File: src/rtl/slow_packer_param_if.sv
// Slow-channel packer bus.
// Groups the byte-source side (frame byte, frame address, strobe, channel switch,
// packing mode) with the orbit-RAM side (packed word, write enable, write address)
// and the test/skip indicators.
//   master : the byte source / environment; drives iData, addrRam, strob, SW, mode
//   slave  : the packer; drives test, orbWord, WE, WrAddr, skip
interface slow_packer_param_if #(
    parameter int DATA_W = 8,
    parameter int WORD_W = 12,
    parameter int ADDR_W = 11
);
    logic [DATA_W-1:0] iData;
    logic [ADDR_W-1:0] addrRam;
    logic              strob;
    logic              SW;
    logic              mode;
    logic              test;
    logic [WORD_W-1:0] orbWord;
    logic              WE;
    logic [ADDR_W-1:0] WrAddr;
    logic              skip;

    modport master (
        output iData, addrRam, strob, SW, mode,
        input  test, orbWord, WE, WrAddr, skip
    );

    modport slave (
        input  iData, addrRam, strob, SW, mode,
        output test, orbWord, WE, WrAddr, skip
    );
endinterface

File: src/rtl/slow_packer_param.sv
// Slow-channel packer (parametrised).
// Qualifies an asynchronous byte strobe, counts bytes within a frame, merges the
// low byte (index LO_IDX) with the low HI_BITS of the last byte into one orbital
// word and writes it to orbit RAM after a programmable write-enable delay.
// Ports:
//   clk  : system clock
//   rst  : synchronous active-high reset
//   bus  : slave side of slow_packer_param_if
//          in  iData, addrRam, strob (async), SW (async), mode
//          out test, orbWord, WE, WrAddr, skip (all registered)
module slow_packer_param #(
    parameter int DATA_W    = 8,
    parameter int WORD_W    = 12,
    parameter int ADDR_W    = 11,
    parameter int FRAME_LEN = 18,
    parameter int LO_IDX    = 16,
    parameter int QUAL_LEN  = 4,
    parameter int WE_DELAY  = 28,
    parameter int WE_GUARD  = 3
) (
    input logic clk,
    input logic rst,
    slow_packer_param_if.slave bus
);
    localparam int HI_BITS = WORD_W - DATA_W - 2;
    localparam int IDX_W   = $clog2(FRAME_LEN);
    localparam int QUAL_W  = (QUAL_LEN > 1) ? $clog2(QUAL_LEN) : 1;
    localparam int CNT_W   = $clog2(WE_DELAY + WE_GUARD + 1);

    typedef enum logic [1:0] {
        ST_IDLE  = 2'd0,
        ST_CAPT  = 2'd1,
        ST_WESET = 2'd2,
        ST_WAIT  = 2'd3
    } state_t;

    // Parity bit that makes {payload, bit} odd in total.
    function automatic logic odd_parity_bit(input logic [WORD_W-2:0] payload);
        odd_parity_bit = ~(^payload);
    endfunction

    logic              str_meta_r;
    logic              str_sync_r;
    logic              sw_meta_r;
    logic              sw_sync_r;
    logic              old_sw_r;
    state_t            state_r;
    logic [QUAL_W-1:0] qual_r;
    logic [IDX_W-1:0]  idx_r;
    logic [CNT_W-1:0]  we_cnt_r;
    logic [DATA_W-1:0] lo_r;
    logic [WORD_W-1:0] orb_word_r;
    logic [ADDR_W-1:0] wr_addr_r;
    logic              we_r;
    logic              test_r;
    logic              skip_r;

    logic              sw_edge_s;
    logic              qual_done_s;
    logic              idx_last_s;
    logic [WORD_W-2:0] payload_s;
    logic [WORD_W-1:0] packed_word_s;

    assign sw_edge_s   = sw_sync_r ^ old_sw_r;
    assign qual_done_s = (qual_r == QUAL_W'(QUAL_LEN - 1));
    assign idx_last_s  = (idx_r == IDX_W'(FRAME_LEN - 1));

    // Word to store on the last byte: mode flag, high bits, low byte, parity/zero.
    always_comb begin
        payload_s = {bus.mode, bus.iData[HI_BITS-1:0], lo_r};
        if (bus.mode) begin
            packed_word_s = {payload_s, odd_parity_bit(payload_s)};
        end else begin
            packed_word_s = {payload_s, 1'b0};
        end
    end

    // Two-flop synchronisers for the asynchronous strobe and channel switch (not reset).
    always_ff @(posedge clk) begin
        str_meta_r <= bus.strob;
        str_sync_r <= str_meta_r;
        sw_meta_r  <= bus.SW;
        sw_sync_r  <= sw_meta_r;
    end

    // Frame sequencer: strobe qualification, byte capture, write-enable timing, SW abort.
    always_ff @(posedge clk) begin
        if (rst) begin
            state_r    <= ST_IDLE;
            qual_r     <= '0;
            idx_r      <= '0;
            we_cnt_r   <= '0;
            lo_r       <= '0;
            old_sw_r   <= 1'b0;
            orb_word_r <= '0;
            wr_addr_r  <= '0;
            we_r       <= 1'b0;
            test_r     <= 1'b0;
            skip_r     <= 1'b0;
        end else begin
            old_sw_r <= sw_sync_r;
            test_r   <= sw_edge_s;
            skip_r   <= 1'b0;
            case (state_r)
                ST_IDLE: begin
                    // Qualification needs QUAL_LEN consecutive high samples.
                    if (str_sync_r) begin
                        if (qual_done_s) begin
                            qual_r  <= '0;
                            state_r <= ST_CAPT;
                        end else begin
                            qual_r <= qual_r + QUAL_W'(1);
                        end
                    end else begin
                        qual_r <= '0;
                    end
                end
                ST_CAPT: begin
                    state_r <= ST_WAIT;
                    // A simultaneous SW edge discards this byte entirely.
                    if (!sw_edge_s) begin
                        if (idx_last_s) begin
                            idx_r      <= '0;
                            orb_word_r <= packed_word_s;
                            if (bus.addrRam != '0) begin
                                wr_addr_r <= bus.addrRam;
                                we_cnt_r  <= '0;
                                state_r   <= ST_WESET;
                            end else begin
                                skip_r <= 1'b1;
                            end
                        end else begin
                            if (idx_r == IDX_W'(LO_IDX)) begin
                                lo_r <= bus.iData;
                            end
                            idx_r <= idx_r + IDX_W'(1);
                        end
                    end
                end
                ST_WESET: begin
                    if (sw_edge_s) begin
                        we_r    <= 1'b0;
                        state_r <= ST_WAIT;
                    end else begin
                        if (we_cnt_r == CNT_W'(WE_DELAY)) begin
                            we_r <= 1'b1;
                        end
                        // Counter holds at the terminal value so it never wraps.
                        if (we_cnt_r == CNT_W'(WE_DELAY + WE_GUARD)) begin
                            state_r <= ST_WAIT;
                        end else begin
                            we_cnt_r <= we_cnt_r + CNT_W'(1);
                        end
                    end
                end
                ST_WAIT: begin
                    // WE stays high until the strobe has fallen.
                    if (!str_sync_r) begin
                        we_r    <= 1'b0;
                        state_r <= ST_IDLE;
                    end
                end
                default: begin
                    we_r    <= 1'b0;
                    state_r <= ST_IDLE;
                end
            endcase
            // Any channel switch restarts the frame count.
            if (sw_edge_s) begin
                idx_r <= '0;
            end
        end
    end

    assign bus.orbWord = orb_word_r;
    assign bus.WrAddr  = wr_addr_r;
    assign bus.WE      = we_r;
    assign bus.test    = test_r;
    assign bus.skip    = skip_r;
endmodule

File: src/flat_wrapper.sv
// flat-port wrapper written by rule: the top's interface ports become plain ports
module slow_packer_param_flat 
#(
    parameter int DATA_W    = 8,
    parameter int WORD_W    = 12,
    parameter int ADDR_W    = 11,
    parameter int FRAME_LEN = 18,
    parameter int LO_IDX    = 16,
    parameter int QUAL_LEN  = 4,
    parameter int WE_DELAY  = 28,
    parameter int WE_GUARD  = 3
)
  (clk, rst, bus_iData, bus_addrRam, bus_strob, bus_SW, bus_mode, bus_test, bus_orbWord, bus_WE, bus_WrAddr, bus_skip);
  slow_packer_param_if #(.DATA_W(DATA_W), .WORD_W(WORD_W), .ADDR_W(ADDR_W)) bus_i ();
  input logic clk;
  input logic rst;
  input wire logic [$bits(bus_i.iData)-1:0] bus_iData;
  input wire logic [$bits(bus_i.addrRam)-1:0] bus_addrRam;
  input wire logic [$bits(bus_i.strob)-1:0] bus_strob;
  input wire logic [$bits(bus_i.SW)-1:0] bus_SW;
  input wire logic [$bits(bus_i.mode)-1:0] bus_mode;
  output wire logic [$bits(bus_i.test)-1:0] bus_test;
  output wire logic [$bits(bus_i.orbWord)-1:0] bus_orbWord;
  output wire logic [$bits(bus_i.WE)-1:0] bus_WE;
  output wire logic [$bits(bus_i.WrAddr)-1:0] bus_WrAddr;
  output wire logic [$bits(bus_i.skip)-1:0] bus_skip;
  assign bus_i.iData = bus_iData;
  assign bus_i.addrRam = bus_addrRam;
  assign bus_i.strob = bus_strob;
  assign bus_i.SW = bus_SW;
  assign bus_i.mode = bus_mode;
  assign bus_test = bus_i.test;
  assign bus_orbWord = bus_i.orbWord;
  assign bus_WE = bus_i.WE;
  assign bus_WrAddr = bus_i.WrAddr;
  assign bus_skip = bus_i.skip;
  slow_packer_param #(.DATA_W(DATA_W), .WORD_W(WORD_W), .ADDR_W(ADDR_W), .FRAME_LEN(FRAME_LEN), .LO_IDX(LO_IDX), .QUAL_LEN(QUAL_LEN), .WE_DELAY(WE_DELAY), .WE_GUARD(WE_GUARD)) u_core (.clk(clk), .rst(rst), .bus(bus_i));
endmodule
File: config.mk
export PLATFORM = sky130hd
export DESIGN_NAME = slow_packer_param_flat
export DESIGN_NICKNAME = d
export VERILOG_FILES = /design/src/rtl/slow_packer_param_if.sv /design/src/rtl/slow_packer_param.sv /design/src/flat_wrapper.sv
export SDC_FILE = /design/constraint.sdc
export NUM_CORES = 1
export LEC_CHECK = 0
export ABC_AREA = 1
export BUFFER_PORTS_ARGS = -buffer_cell sky130_fd_sc_hd__clkbuf_2
export CAP_MARGIN = 25
export CORE_AREA = 2 2 81 68
export CTS_CLUSTER_DIAMETER = 120
export DETAILED_ROUTE_END_ITERATION = 7
export DIE_AREA = 0 0 83 70
export PLACE_DENSITY = 0.73
export REMOVE_ABC_BUFFERS = 1
export SYNTH_ARGS = -nofsm -noshare
export SYNTH_HDL_FRONTEND = slang
export SYNTH_SLANG_ARGS = --single-unit
File: constraint.sdc
create_clock -name clk -period 1.5 [get_ports clk]
set_clock_uncertainty 0.1 [all_clocks]
set_input_delay 0.225 -clock clk [delete_from_list [all_inputs] [get_ports clk]]
set_output_delay 0.225 -clock clk [all_outputs]
set_load 0.01 [all_outputs]
==> metrics.md, run 1 <==
| Metric | Value |
|---|---|
| Outcome | `complete, but fails checks` |
| Failing checks | `negative setup slack` |
| Final TNS setup | `-1172 ps` |
| Met1 usage | `24.02%` |
| Critical path type | `reg2reg` |
| Crit path launch type | `register` |
| Distinct cell type count after synthesis | `27` |
| Worst setup EP type | `register` |
| Synth Cell Area | `0.002327 sq mm` |
| Most numerous cell in the Yosys netlist | `nor2_1` |
| Synth warn | `0` |
| CP max FO | `6` |
| Hold Path Sink | `u_core.lo_r[7]$_SDFFE_PP0P_` |
| Final min period | `about 1700 ps` |
| Max IR drop VDD | `0.6245 mV` |
| Power Density | `1071 mW/mm^2` |
| Slew headroom | `74.73%` |
| Post-Syn Area per Cell | `approximately 7.5 sq um` |
| Critical Path AT | `about 1800 ps` |
| Total gr overflow | `0` |
| Core area | `between 0.005 and 0.006 sq mm` |
| Main synth FF type | `dfxtp_1` |
| R2r startpoint | `u_core.we_cnt_r[0]$_SDFFE_PP0P_` |
| GP Congestion | `0.8040` |
| Leading area contributor after synthesis | `dfxtp_1` |
| Initial Utilization | `a little under half` |
| Post-route cell area | `approximately 0.0034 sq mm` |
| Cell Area, Placed | `about 0.0028 sq mm` |
| GRT met2 Usage | `about a third` |
| Routed Antenna Nets | `0` |
| Syn Inst Count | `approximately 310` |
| Clk pin slew, worst setup/hold paths | `around 90 ps` |
| Synth cell count leaders | `nor2_1 (62), nand2_1 (55), dfxtp_1 (53), inv_1 (28)` |
| Ratio of final minimum period to clock period | `110.4%` |
| Gr busiest metal | `met2` |
| Via count | `between 2000 and 2500` |
| Peak Freq | `about 600 MHz` |
| Register area share after synthesis | `between 40 and 50%` |
| PortBufs | `49` |
| Max Root-Sink Buffers | `2` |
| Synthesized flop and latch total | `between 50 and 60` |
| Clock root cell | `clkbuf_8` |
| HPWL Detailed | `3812 microns` |
| Crit path from | `u_core.we_cnt_r[0]$_SDFFE_PP0P_` |
| P_leak | `between 1.5 and 2 nW` |
| Fin cells | `approximately 470` |
| GRT met3 Usage | `under 10%` |
| ANT cells | `0` |
| First-pass DRT Iterations | `4` |
| Slew Limit Fails | `0` |
| DR vias/cell | `4.838` |
| Level count of the clock H-tree | `2` |
| CTS Sinks | `53` |
| Io pins | `50` |
| Worst Hold Class | `in2reg` |
| Dpl ws | `-213.0 ps` |
| # DRC | `0` |
| Number of enable flip-flop cells after synthesis | `0` |
| RR Endpoint | `u_core.we_cnt_r[4]$_SDFFE_PP0P_` |
| Final hold violation count | `0` |
| Routed wire per std cell | `approximately 12 microns` |
| Share of cells above drive strength 1 | `between 40% and 50%` |
| Die ar. | `0.005810 sq mm` |
| Async set-reset flop share out of synthesis | `0%` |
| Reported max-cap violation count | `0` |
| Initial antenna violation count | `0` |
| Drt first-iter violations | `91` |
| Die extent in y | `70 microns` |
| Setup ws final | `-156.7 ps` |
| Worst skew pair latency | `between 300 and 400 ps` |
| Chip Width | `~83 microns` |
| Slowest Stage Delay on Critical Path | `340 ps` |
| CTS tree | `done` |
| First-pass GRT wire length | `between 9000 and 10000 microns` |
| Crit path cell chain | `ha_4 -> and3_4 -> ha_4 -> nor2_4 -> nand2_2 -> o21ai_2 -> nand2_1 -> inv_2 -> nand2_4 -> nand2_2 -> nand2_1 -> nor2_1` |
| Row count | `24` |
| Worst-Margin Slew | `~380 ps` |
| NumNets Final | `437` |
| Largest net degree at the start of global routing | `16` |
| Routed WL | `5770 microns` |
| Vias in the first global route | `between 2000 and 2500` |
| Hold depth | `3` |
| Critical Path RT | `around 1700 ps` |
| Placed cell count | `roughly 450` |
| RSZ-0062 raised after global routing | `true` |
| Critical Path Slowest Stage Cell | `dfxtp_2` |
| Area contributors post-synth | `dfxtp_1 (46%), nor2_1 (10%), nand2_1 (8.9%), ha_1 (5.9%), inv_1 (4.5%)` |
| Yosys top cell area share | `between 40% and 50%` |
| Reg2reg setup slack | `-160 ps` |
| Endpoints failing setup | `20` |
| R2R depth | `12` |
| CTS Buf Count | `5` |
| Area grow syn2layout | `44.62%` |
| Hold_sp | `bus_iData[7]` |
| Gr usage total | `approximately a fifth` |
## routing by layer
metal / share of wire, % / routed length [microns]
met1: 46 / 2671
met2: 48 / 2793
met3: 3.9 / 226
met4: 1.4 / 79
met5: 0 / 0
## placed cells by master (no fill, tap or decap), types with 2 or more instances in the layout
cell type	netlist	layout
a21oi_1	20	18
a21oi_2	0	2
buf_4	2	32
buf_6	0	3
buf_8	0	2
clkbuf_1	3	2
clkbuf_2	0	49
clkbuf_8	0	5
dfxtp_1	53	48
dfxtp_2	0	4
dlygate4sd3_1	0	2
ha_1	11	6
ha_4	0	4
inv_1	28	23
inv_2	4	5
inv_4	0	2
nand2_1	55	49
nand2_2	3	6
nand2_4	0	3
nand3_1	13	11
nand3_4	0	3
nand4_1	2	2
nor2_1	62	48
nor2_2	1	11
nor2_4	0	4
nor3_1	2	2
o21ai_0	20	10
o21ai_1	11	7
o21ai_2	0	13
xnor2_1	4	4
xor2_1	5	5
## worst max path at each step
stage	cells after the start	slack, ps	to
6_report	12	-160	u_core.we_cnt_r[4]$_SDFFE_PP0P_
5_1_grt	12	-280	u_core.we_cnt_r[4]$_SDFFE_PP0P_
2_1_floorplan	12	-160	u_core.we_cnt_r[1]$_SDFFE_PP0P_
4_1_cts	12	-130	u_core.we_cnt_r[1]$_SDFFE_PP0P_
3_5_place_dp	11	-210	u_core.we_cnt_r[3]$_SDFFE_PP0P_
3_3_place_gp	12	-180	u_core.we_cnt_r[4]$_SDFFE_PP0P_
## what timing repair did
action                                 in CTS  in global routing
setup buffers                               5                  3
hold buffers                                2                  0
resized for setup                          37                 64
setup endpoints to repair                  25                 38
endpoints found under the hold margin       2                  0
pin swaps                                  12                 20
cloned                                      1                  3
## metrics by stage
stage / total power (W) / hold WS, ps / util [%]
2_1_floorplan: 0.002174 / 152.7 / -
3_3_place_gp: 0.002540 / 211.7 / 55.48
3_5_place_dp: 0.002577 / 213.5 / 55.48
4_1_cts: 0.003452 / 51.12 / 60.77
5_1_grt: 0.003823 / 61.11 / 65.55
6_report: 0.003604 / 60.81 / 65.55
## registers in the layout, summed over array words and instances (netlist names), 2 cells and up
| register | flops |
|---|---|
| u_core.bus.WrAddr | 11 |
| u_core.lo_r | 8 |
| u_core.bus.orbWord | 12 |
| u_core.we_cnt_r | 5 |
| u_core.state_r | 2 |
| u_core.qual_r | 2 |
| u_core.idx_r | 5 |
## layout make-up
type	instances	area, sq um
timing repair inverter	2	20.02
clock buffer	7	76.32
inverter	32	142.6
tap	65	81.33
multi-input combinational	219	1379
sequential	53	1070
clock inverter	1	7.507
fill	408	1769
timing repair buffer	89	589.3
## critical path, delay by kind of cell (launching register included)
kind	cells	cell delay, ps
and+or+nand+nor	8	660
AOI/OAI and AO/OA	1	60
DFF	1	340
buffers and inverters	1	120
adders and majority gates	2	310
## kinds of logic after synthesis
group | after synthesis | synth area share (%)
DFF | 53 | 45.59
buffers and inverters | 38 | 6.451
AOI/OAI and AO/OA | 54 | 11.94
and+or+nand+nor | 143 | 26.02
adders and majority gates | 11 | 5.914
xor gates and xnor gates | 10 | 4.086
## where the power goes
group	leakage, nW	internal, W	total, W	switching (W)
clock network	0.0385	0.000331	0.000791	0.000460
logic	1.07	0.000557	0.00122	0.000663
registers	0.433	0.00151	0.00159	0.0000832
total	1.54	0.00240	0.00360	0.00121
Note: power is estimated with default switching activity, not from simulation.
==> run 2, diff against run 1 <==
--- a/config.mk
+++ b/config.mk
@@ -12,7 +12,7 @@
 export CTS_CLUSTER_DIAMETER = 120
 export DETAILED_ROUTE_END_ITERATION = 7
 export DIE_AREA = 0 0 83 70
-export PLACE_DENSITY = 0.73
+export PLACE_DENSITY_LB_ADDON = 0.12
 export REMOVE_ABC_BUFFERS = 1
 export SYNTH_ARGS = -nofsm -noshare
 export SYNTH_HDL_FRONTEND = slang
==> constraint.sdc (replaced) <==
create_clock -name clk -period 1.4 [get_ports clk]
set_clock_uncertainty 0.1 [all_clocks]
set_input_delay 0.21 -clock clk [delete_from_list [all_inputs] [get_ports clk]]
set_output_delay 0.21 -clock clk [all_outputs]
set_load 0.01 [all_outputs]
==> run 2 against run 1 <==
The flow still finishes with violations (negative setup slack). Die area did not move. Wire length fell by 0.17%. Final cell count rose by 1.3%. Final area rose by 7.1%. Power rose by 23%. Register-to-register slack got worse by 130 ps. Hold slack got worse by 16 ps. Sequential share of layout area fell by 2.1 points. Utilization rose by 4.7 points. Count of clock-buffer cells in the layout fell by 2. Combinational power rose by 25%. Critical path depth did not move. Largest cell class unchanged.
==> metrics.md, run 2 (synthesis gave the netlist of run 1 again) <==
| Metric | Value |
|---|---|
| Outcome | `complete, but fails checks (unchanged)` |
| Failing checks | `negative setup slack (unchanged)` |
| Seq pwr share | `38.2% (was 44.2%)` |
| FILL cells | `422 (was 408)` |
| Placed cell count | `455 (was 447)` |
| CTS Buf Count | `5 (unchanged)` |
| Worst setup EP type | `register (unchanged)` |
| GP Congestion | `0.8866 (was 0.8040)` |
| Post-route cell area | `0.003606 sq mm (was 0.003366 sq mm)` |
| PortBufs | `49 (unchanged)` |
| NumNets Final | `443 (was 437)` |
| Routed wire per std cell | `12.15 microns (was 12.33 microns)` |
| Final TNS setup | `-4069 ps (was -1172 ps)` |
| Peak Freq | `593.5 MHz (was 603.6 MHz)` |
| # DRC | `0 (unchanged)` |
| First-pass DRT Iterations | `4 (unchanged)` |
| Max IR drop VDD | `1.082 mV (was 0.6245 mV)` |
| Routed WL | `5760 microns (was 5770 microns)` |
| Core area | `0.005135 sq mm (unchanged)` |
| Routed Antenna Nets | `0 (unchanged)` |
| Switching share of power | `31.34% (was 33.46%)` |
| Logic pwr share | `34.6% (was 33.8%)` |
| CTS Sinks | `53 (unchanged)` |
| Area grow syn2layout | `54.95% (was 44.62%)` |
| Power Density | `1230 mW/mm^2 (was 1071 mW/mm^2)` |
| First-pass GRT wire length | `9549 microns (was 9011 microns)` |
| CTS tree | `done (unchanged)` |
| RSZ-0062 raised after global routing | `true (unchanged)` |
| Slew Limit Fails | `0 (unchanged)` |
| Largest net degree at the start of global routing | `22 (was 16)` |
| Via count | `2265 (was 2264)` |
| Initial antenna violation count | `0 (unchanged)` |
| Fin cells | `474 (was 468)` |
| Ratio of final minimum period to clock period | `120.4% (was 110.4%)` |
| Critical Path AT | `1830 ps (was 1810 ps)` |
| Die extent in y | `70 microns (unchanged)` |
| Share of cells above drive strength 1 | `47.19% (was 40.20%)` |
| Critical Path RT | `1540 ps (was 1650 ps)` |
| Drt first-iter violations | `88 (was 91)` |
| Final core utilization | `70.22% (was 65.55%)` |
| Io pins | `50 (unchanged)` |
| Gr usage total | `19.71% (was 19.02%)` |
| Worst Hold Class | `in2reg (unchanged)` |
| ANT cells | `0 (unchanged)` |
| Commonest non-fill, non-tap cell in the layout | `nor2_1` |
| Crit path launch type | `register (unchanged)` |
| Worst-Margin Slew | `366.1 ps (was 378.1 ps)` |
| Slew headroom | `75.60% (was 74.73%)` |
| HPWL Detailed | `3736 microns (was 3812 microns)` |
| Max Root-Sink Buffers | `2 (unchanged)` |
| Clk pin slew, worst setup/hold paths | `90 ps (about the same)` |
| Final hold violation count | `0 (unchanged)` |
| Endpoints failing setup | `33 (was 20)` |
| Cell Int Power | `0.003046 W (was 0.002398 W)` |
| Setup ws final | `-284.9 ps (was -156.7 ps)` |
| Clock root cell | `clkbuf_8 (unchanged)` |
| Worst skew pair latency | `300 ps (was 310 ps)` |
| Initial Utilization | `45.32% (unchanged)` |
| DR vias/cell | `4.778 (was 4.838)` |
| Commonest cells after routing, fill and taps aside | `nor2_1 (53), nand2_1 (49), clkbuf_2 (49) (was nand2_1 (49), clkbuf_2 (49), nor2_1 (48), dfxtp_1 (48), buf_4 (32))` |
| Cell Area, Placed | `0.002909 sq mm (was 0.002849 sq mm)` |
| Reported max-cap violation count | `0 (unchanged)` |
| Final min period | `1685 ps (was 1657 ps)` |
| Chip Width | `83 microns (unchanged)` |
| Row count | `24 (unchanged)` |
| P_sw | `0.001390 W (was 0.001206 W)` |
| Die ar. | `0.005810 sq mm (unchanged)` |
| P_leak | `1.610 nW (was 1.537 nW)` |
| CP max FO | `6 (unchanged)` |
| Level count of the clock H-tree | `2 (unchanged)` |
| Vias in the first global route | `2150 (was 2080)` |
| Critical path type | `reg2reg (unchanged)` |
| Total gr overflow | `0 (unchanged)` |
| Max reg flops | `12 (unchanged)` |
| Power share of the clock group | `27.2% (was 21.9%)` |
==> run 2: cell types whose count changed in the layout (fill, tap and decap cells not counted), moves of 5 or more <==
| cell | change |
|---|---|
| o21ai_0 | -10 |
| o21ai_2 | +10 |
| a21oi_1 | -7 |
| a21oi_2 | +7 |
| buf_6 | +5 |
| nor2_1 | +5 |
| nor2_2 | -5 |
==> run 2: final timing paths <==
| check | from | endpoint | slack [ps] | cells past startpoint |
|---|---|---|---|---|
| setup reg to reg | u_core.we_cnt_r[1]$_SDFFE_PP0P_ | u_core.we_cnt_r[4]$_SDFFE_PP0P_ | -280 | 12 |
| setup / recovery | u_core.we_cnt_r[1]$_SDFFE_PP0P_ | u_core.we_cnt_r[4]$_SDFFE_PP0P_ | -280 | 12 |
| hold reg to reg | u_core.str_meta_r$_DFF_P_ | u_core.str_sync_r$_DFF_P_ | 230 | 0 |
| hold / removal | bus_iData[2] | u_core.lo_r[2]$_SDFFE_PP0P_ | 40 | 3 |
==> run 2: repair_timing <==
action	CTS	global route
buffers inserted	5	3
pin swaps	29	30
gates cloned	4	0
endpoints found under the setup margin	39	42
hold buffers	2	0
gates resized for setup	84	60
hold endpoints to repair	2	0
==> run 2: layout make-up <==
cell class | count | area (sq um) | area share (%)
Tap cell | 65 | 81.33 | 2.255
Multi-Input combinational cell | 219 | 1508 | 41.81
Timing Repair Buffer | 95 | 658.1 | 18.25
Timing Repair inverter | 2 | 15.01 | 0.4164
Clock inverter | 3 | 65.06 | 1.804
Clock buffer | 5 | 68.82 | 1.908
Sequential cell | 53 | 1070 | 29.67
Inverter | 32 | 140.1 | 3.886
==> run 2: power by group through the flow <==
stage	sequential (W)	combinational, W	clock, W
global route	0.00171	0.00169	0.00130
CTS	0.00168	0.00133	0.00123
finish	0.00170	0.00153	0.00121
detailed placement	0.00170	0.00119	0
floorplan	0.00171	0.000624	0
global placement	0.00170	0.00115	0
==> run 2: per-stage QoR <==
step / hold WS (ps) / total power (W) / setup WS [ps]
6_report: 44.73 / 0.004436 / -284.9
5_1_grt: 42.51 / 0.004706 / -366.1
4_1_cts: 35.12 / 0.004243 / -255.8
3_5_place_dp: 214.8 / 0.002885 / -319.4
3_3_place_gp: 210.9 / 0.002845 / -272.0
2_1_floorplan: 137.7 / 0.002330 / -255.7
==> run 2: per-layer routing <==
metal | vias up | share of wire, % | track usage [%]
met1 | 1034 | 44 | 25.84
met3 | 8 | 2.8 | 3.546
met2 | 33 | 52 | 34.14
met5 | - | 0 | 0
met4 | 0 | 0.92 | 4.189
li1 | 1190 | - | -
==> run 2: worst max-delay path: stages (launching register included) <==
cell,delay (ps)
dfxtp_2,350
ha_4,150
and3_4,150
ha_4,150
nor2_2,80
nand2_1,80
o21ai_1,80
nand2_1,80
inv_2,120
nand2_4,90
nand2_2,60
nand2_1,50
nor2_1,90
==> run 3, diff against run 2 <==
--- a/config.mk
+++ b/config.mk
@@ -14,6 +14,7 @@
 export DIE_AREA = 0 0 83 70
 export PLACE_DENSITY_LB_ADDON = 0.12
 export REMOVE_ABC_BUFFERS = 1
+export SKIP_LAST_GASP = 1
 export SYNTH_ARGS = -nofsm -noshare
 export SYNTH_HDL_FRONTEND = slang
 export SYNTH_SLANG_ARGS = --single-unit
==> run 3 against run 2 <==
The run still ends with negative setup slack left. Combinational power about the same. Utilization down 0.39 points. Critical path type unchanged. Fmax down 0.31%. Sequential share of layout area up 0.17 points. Worst setup slack worse by 5.3 ps. Via count down 0.22%. Global-route usage up 0.13 points. Power down 0.64%. Final cell count up 0.21%. Register-to-register slack about the same. First-iteration DRC count down 4.5%. Clock power about the same.
==> metrics.md, run 3 (synthesis gave the netlist of run 1 again) <==
| Metric | Value |
|---|---|
| RSZ-0062 raised after global routing | `true (unchanged)` |
| Io pins | `50 (unchanged)` |
| CTS Buf Count | `5 (unchanged)` |
| PortBufs | `49 (unchanged)` |
| Crit path cell chain | `ha_4 -> and3_4 -> ha_4 -> nor2_2 -> nand2_1 -> o21ai_1 -> nand2_1 -> inv_2 -> nand2_4 -> nand2_2 -> nand2_1 -> nor2_1 (unchanged)` |
| Setup ws final | `-290.2 ps (was -284.9 ps)` |
| CP bufs+invs | `1 (unchanged)` |
| Max Root-Sink Buffers | `2 (unchanged)` |
| Routed Antenna Nets | `0 (unchanged)` |
| Clock root cell | `clkbuf_8 (unchanged)` |
| Vias in the first global route | `2151 (was 2150)` |
| Share of cells above drive strength 1 | `45.85% (was 47.19%)` |
| Gr usage total | `19.83% (was 19.71%)` |
| Critical path type | `reg2reg (unchanged)` |
| Worst-Margin Slew | `358.6 ps (was 366.1 ps)` |
| CTS tree | `done (unchanged)` |
| Final hold violation count | `0 (unchanged)` |
| Power Density | `1229 mW/mm^2 (was 1230 mW/mm^2)` |
| Slew Limit Fails | `0 (unchanged)` |
| Row count | `24 (unchanged)` |
| Reported max-cap violation count | `0 (unchanged)` |
| Met1 usage | `26.06% (was 25.84%)` |
| Commonest non-fill, non-tap cell in the layout | `nor2_1 (unchanged)` |
| Ratio of final minimum period to clock period | `120.7% (was 120.4%)` |
| Slew headroom | `76.10% (was 75.60%)` |
| NumNets Final | `444 (was 443)` |
| Worst Hold Class | `in2reg (unchanged)` |
| Max reg flops | `12 (unchanged)` |
| First-pass DRT Iterations | `4 (unchanged)` |
| Outcome | `complete, but fails checks (unchanged)` |
| ANT cells | `0 (unchanged)` |
| Chip Width | `83 microns (unchanged)` |
| Die ar. | `0.005810 sq mm (unchanged)` |
| Fin cells | `475 (was 474)` |
| Slowest Stage Delay on Critical Path | `350 ps (about the same)` |
| HPWL Detailed | `3736 microns (unchanged)` |
| Initial Utilization | `45.32% (unchanged)` |
| Placed cell count | `455 (unchanged)` |
| Area grow syn2layout | `54.09% (was 54.95%)` |
| Commonest cells after routing, fill and taps aside | `nor2_1 (53), nand2_1 (50), clkbuf_2 (49) (was nor2_1 (53), nand2_1 (49), clkbuf_2 (49))` |
| Crit path launch type | `register (unchanged)` |
| Gr busiest metal | `met2 (unchanged)` |
| Cell Area, Placed | `0.002909 sq mm (unchanged)` |
| P_leak | `1.624 nW (was 1.610 nW)` |
| DR vias/cell | `4.758 (was 4.778)` |
| Largest net degree at the start of global routing | `22 (unchanged)` |
| Core area | `0.005135 sq mm (unchanged)` |
| Critical Path Slowest Stage Cell | `dfxtp_2 (unchanged)` |
| Worst setup EP type | `register (unchanged)` |
| Via count | `2260 (was 2265)` |
| CTS Sinks | `53 (unchanged)` |
| Max IR drop VDD | `1.068 mV (was 1.082 mV)` |
| GRT met3 Usage | `3.546% (unchanged)` |
| # DRC | `0 (unchanged)` |
| Worst skew pair latency | `300 ps (about the same)` |
| Endpoints failing setup | `36 (was 33)` |
| Dpl ws | `-319.4 ps (unchanged)` |
| Total gr overflow | `0 (unchanged)` |
| Initial antenna violation count | `0 (unchanged)` |
| CP max FO | `6 (unchanged)` |
| Peak Freq | `591.6 MHz (was 593.5 MHz)` |
| Level count of the clock H-tree | `2 (unchanged)` |
| GRT met2 Usage | `34.32% (was 34.14%)` |
| Final min period | `1690 ps (was 1685 ps)` |
| Post-route cell area | `0.003586 sq mm (was 0.003606 sq mm)` |
| Routed WL | `5657 microns (was 5760 microns)` |
| Failing checks | `negative setup slack (unchanged)` |
| First-pass GRT wire length | `9597 microns (was 9549 microns)` |
| Pwr Total | `0.004408 W (was 0.004436 W)` |
| Drt first-iter violations | `84 (was 88)` |
| Clk pin slew, worst setup/hold paths | `90 ps (about the same)` |
| Critical Path AT | `1830 ps (about the same)` |
| GP Congestion | `0.8866 (unchanged)` |
| Die extent in y | `70 microns (unchanged)` |
| Cell family with most CP delay | `simple AND/OR/NAND/NOR gates (unchanged)` |
| Critical Path RT | `1540 ps (about the same)` |
| Routed wire per std cell | `11.91 microns (was 12.15 microns)` |
| FILL cells | `425 (was 422)` |
| Most common cell on crit path | `nand2_1 (unchanged)` |
run 3: stage by stage:
| step | util (%) | hold slack [ps] | TNS, ps |
|---|---|---|---|
| finish | 69.83 | 38.11 | -4002 |
| global route | 69.83 | 35.75 | -6979 |
| CTS | 65.98 | 35.12 | -3957 |
| detailed placement | 56.65 | 214.8 | -5572 |
| global placement | 56.65 | 210.9 | -4709 |
| floorplan | - | 137.7 | -3887 |
run 3: metal layers:
metal	share of wire [%]	vias to the layer above
met5	0	-
met4	0.80	0
met3	2.8	6
met2	51	32
met1	45	1036
li1	-	1186
run 3: layout make-up:
class	count	area (sq um)	area share, %
Timing Repair Buffer	96	661.9	18.46
Clock buffer	5	68.82	1.919
Inverter	32	140.1	3.908
Tap cell	65	81.33	2.268
Sequential cell	53	1070	29.83
Clock inverter	3	65.06	1.814
Multi-Input combinational cell	219	1484	41.38
Timing Repair inverter	2	15.01	0.4187
run 3: worst paths after layout:
check | start | to | slack (ps) | cells past startpoint
hold / removal | bus_iData[7] | u_core.lo_r[7]$_SDFFE_PP0P_ | 40 | 3
setup reg to reg | u_core.we_cnt_r[1]$_SDFFE_PP0P_ | u_core.we_cnt_r[4]$_SDFFE_PP0P_ | -290 | 12
setup / recovery | u_core.we_cnt_r[1]$_SDFFE_PP0P_ | u_core.we_cnt_r[4]$_SDFFE_PP0P_ | -290 | 12
hold reg to reg | u_core.str_meta_r$_DFF_P_ | u_core.str_sync_r$_DFF_P_ | 230 | 0
run 3: worst min-delay path, cell delays in order:
cell and delay [ps]:
clkbuf_2 90, o21ai_2 40, nor2_1 70
run 3: power breakdown:
part           internal, W  switching [W]
clock             0.000710       0.000495
sequential         0.00162      0.0000758
combinational     0.000715       0.000793
total              0.00304        0.00136
run 3: timing repair:
action / in CTS / in global routing
cloned: 4 / 0
pin swaps: 28 / 29
setup buffers: 5 / 4
hold endpoints to repair: 2 / 0
hold buffers: 2 / 0
setup endpoints to repair: 39 / 42
resized for setup: 83 / 53
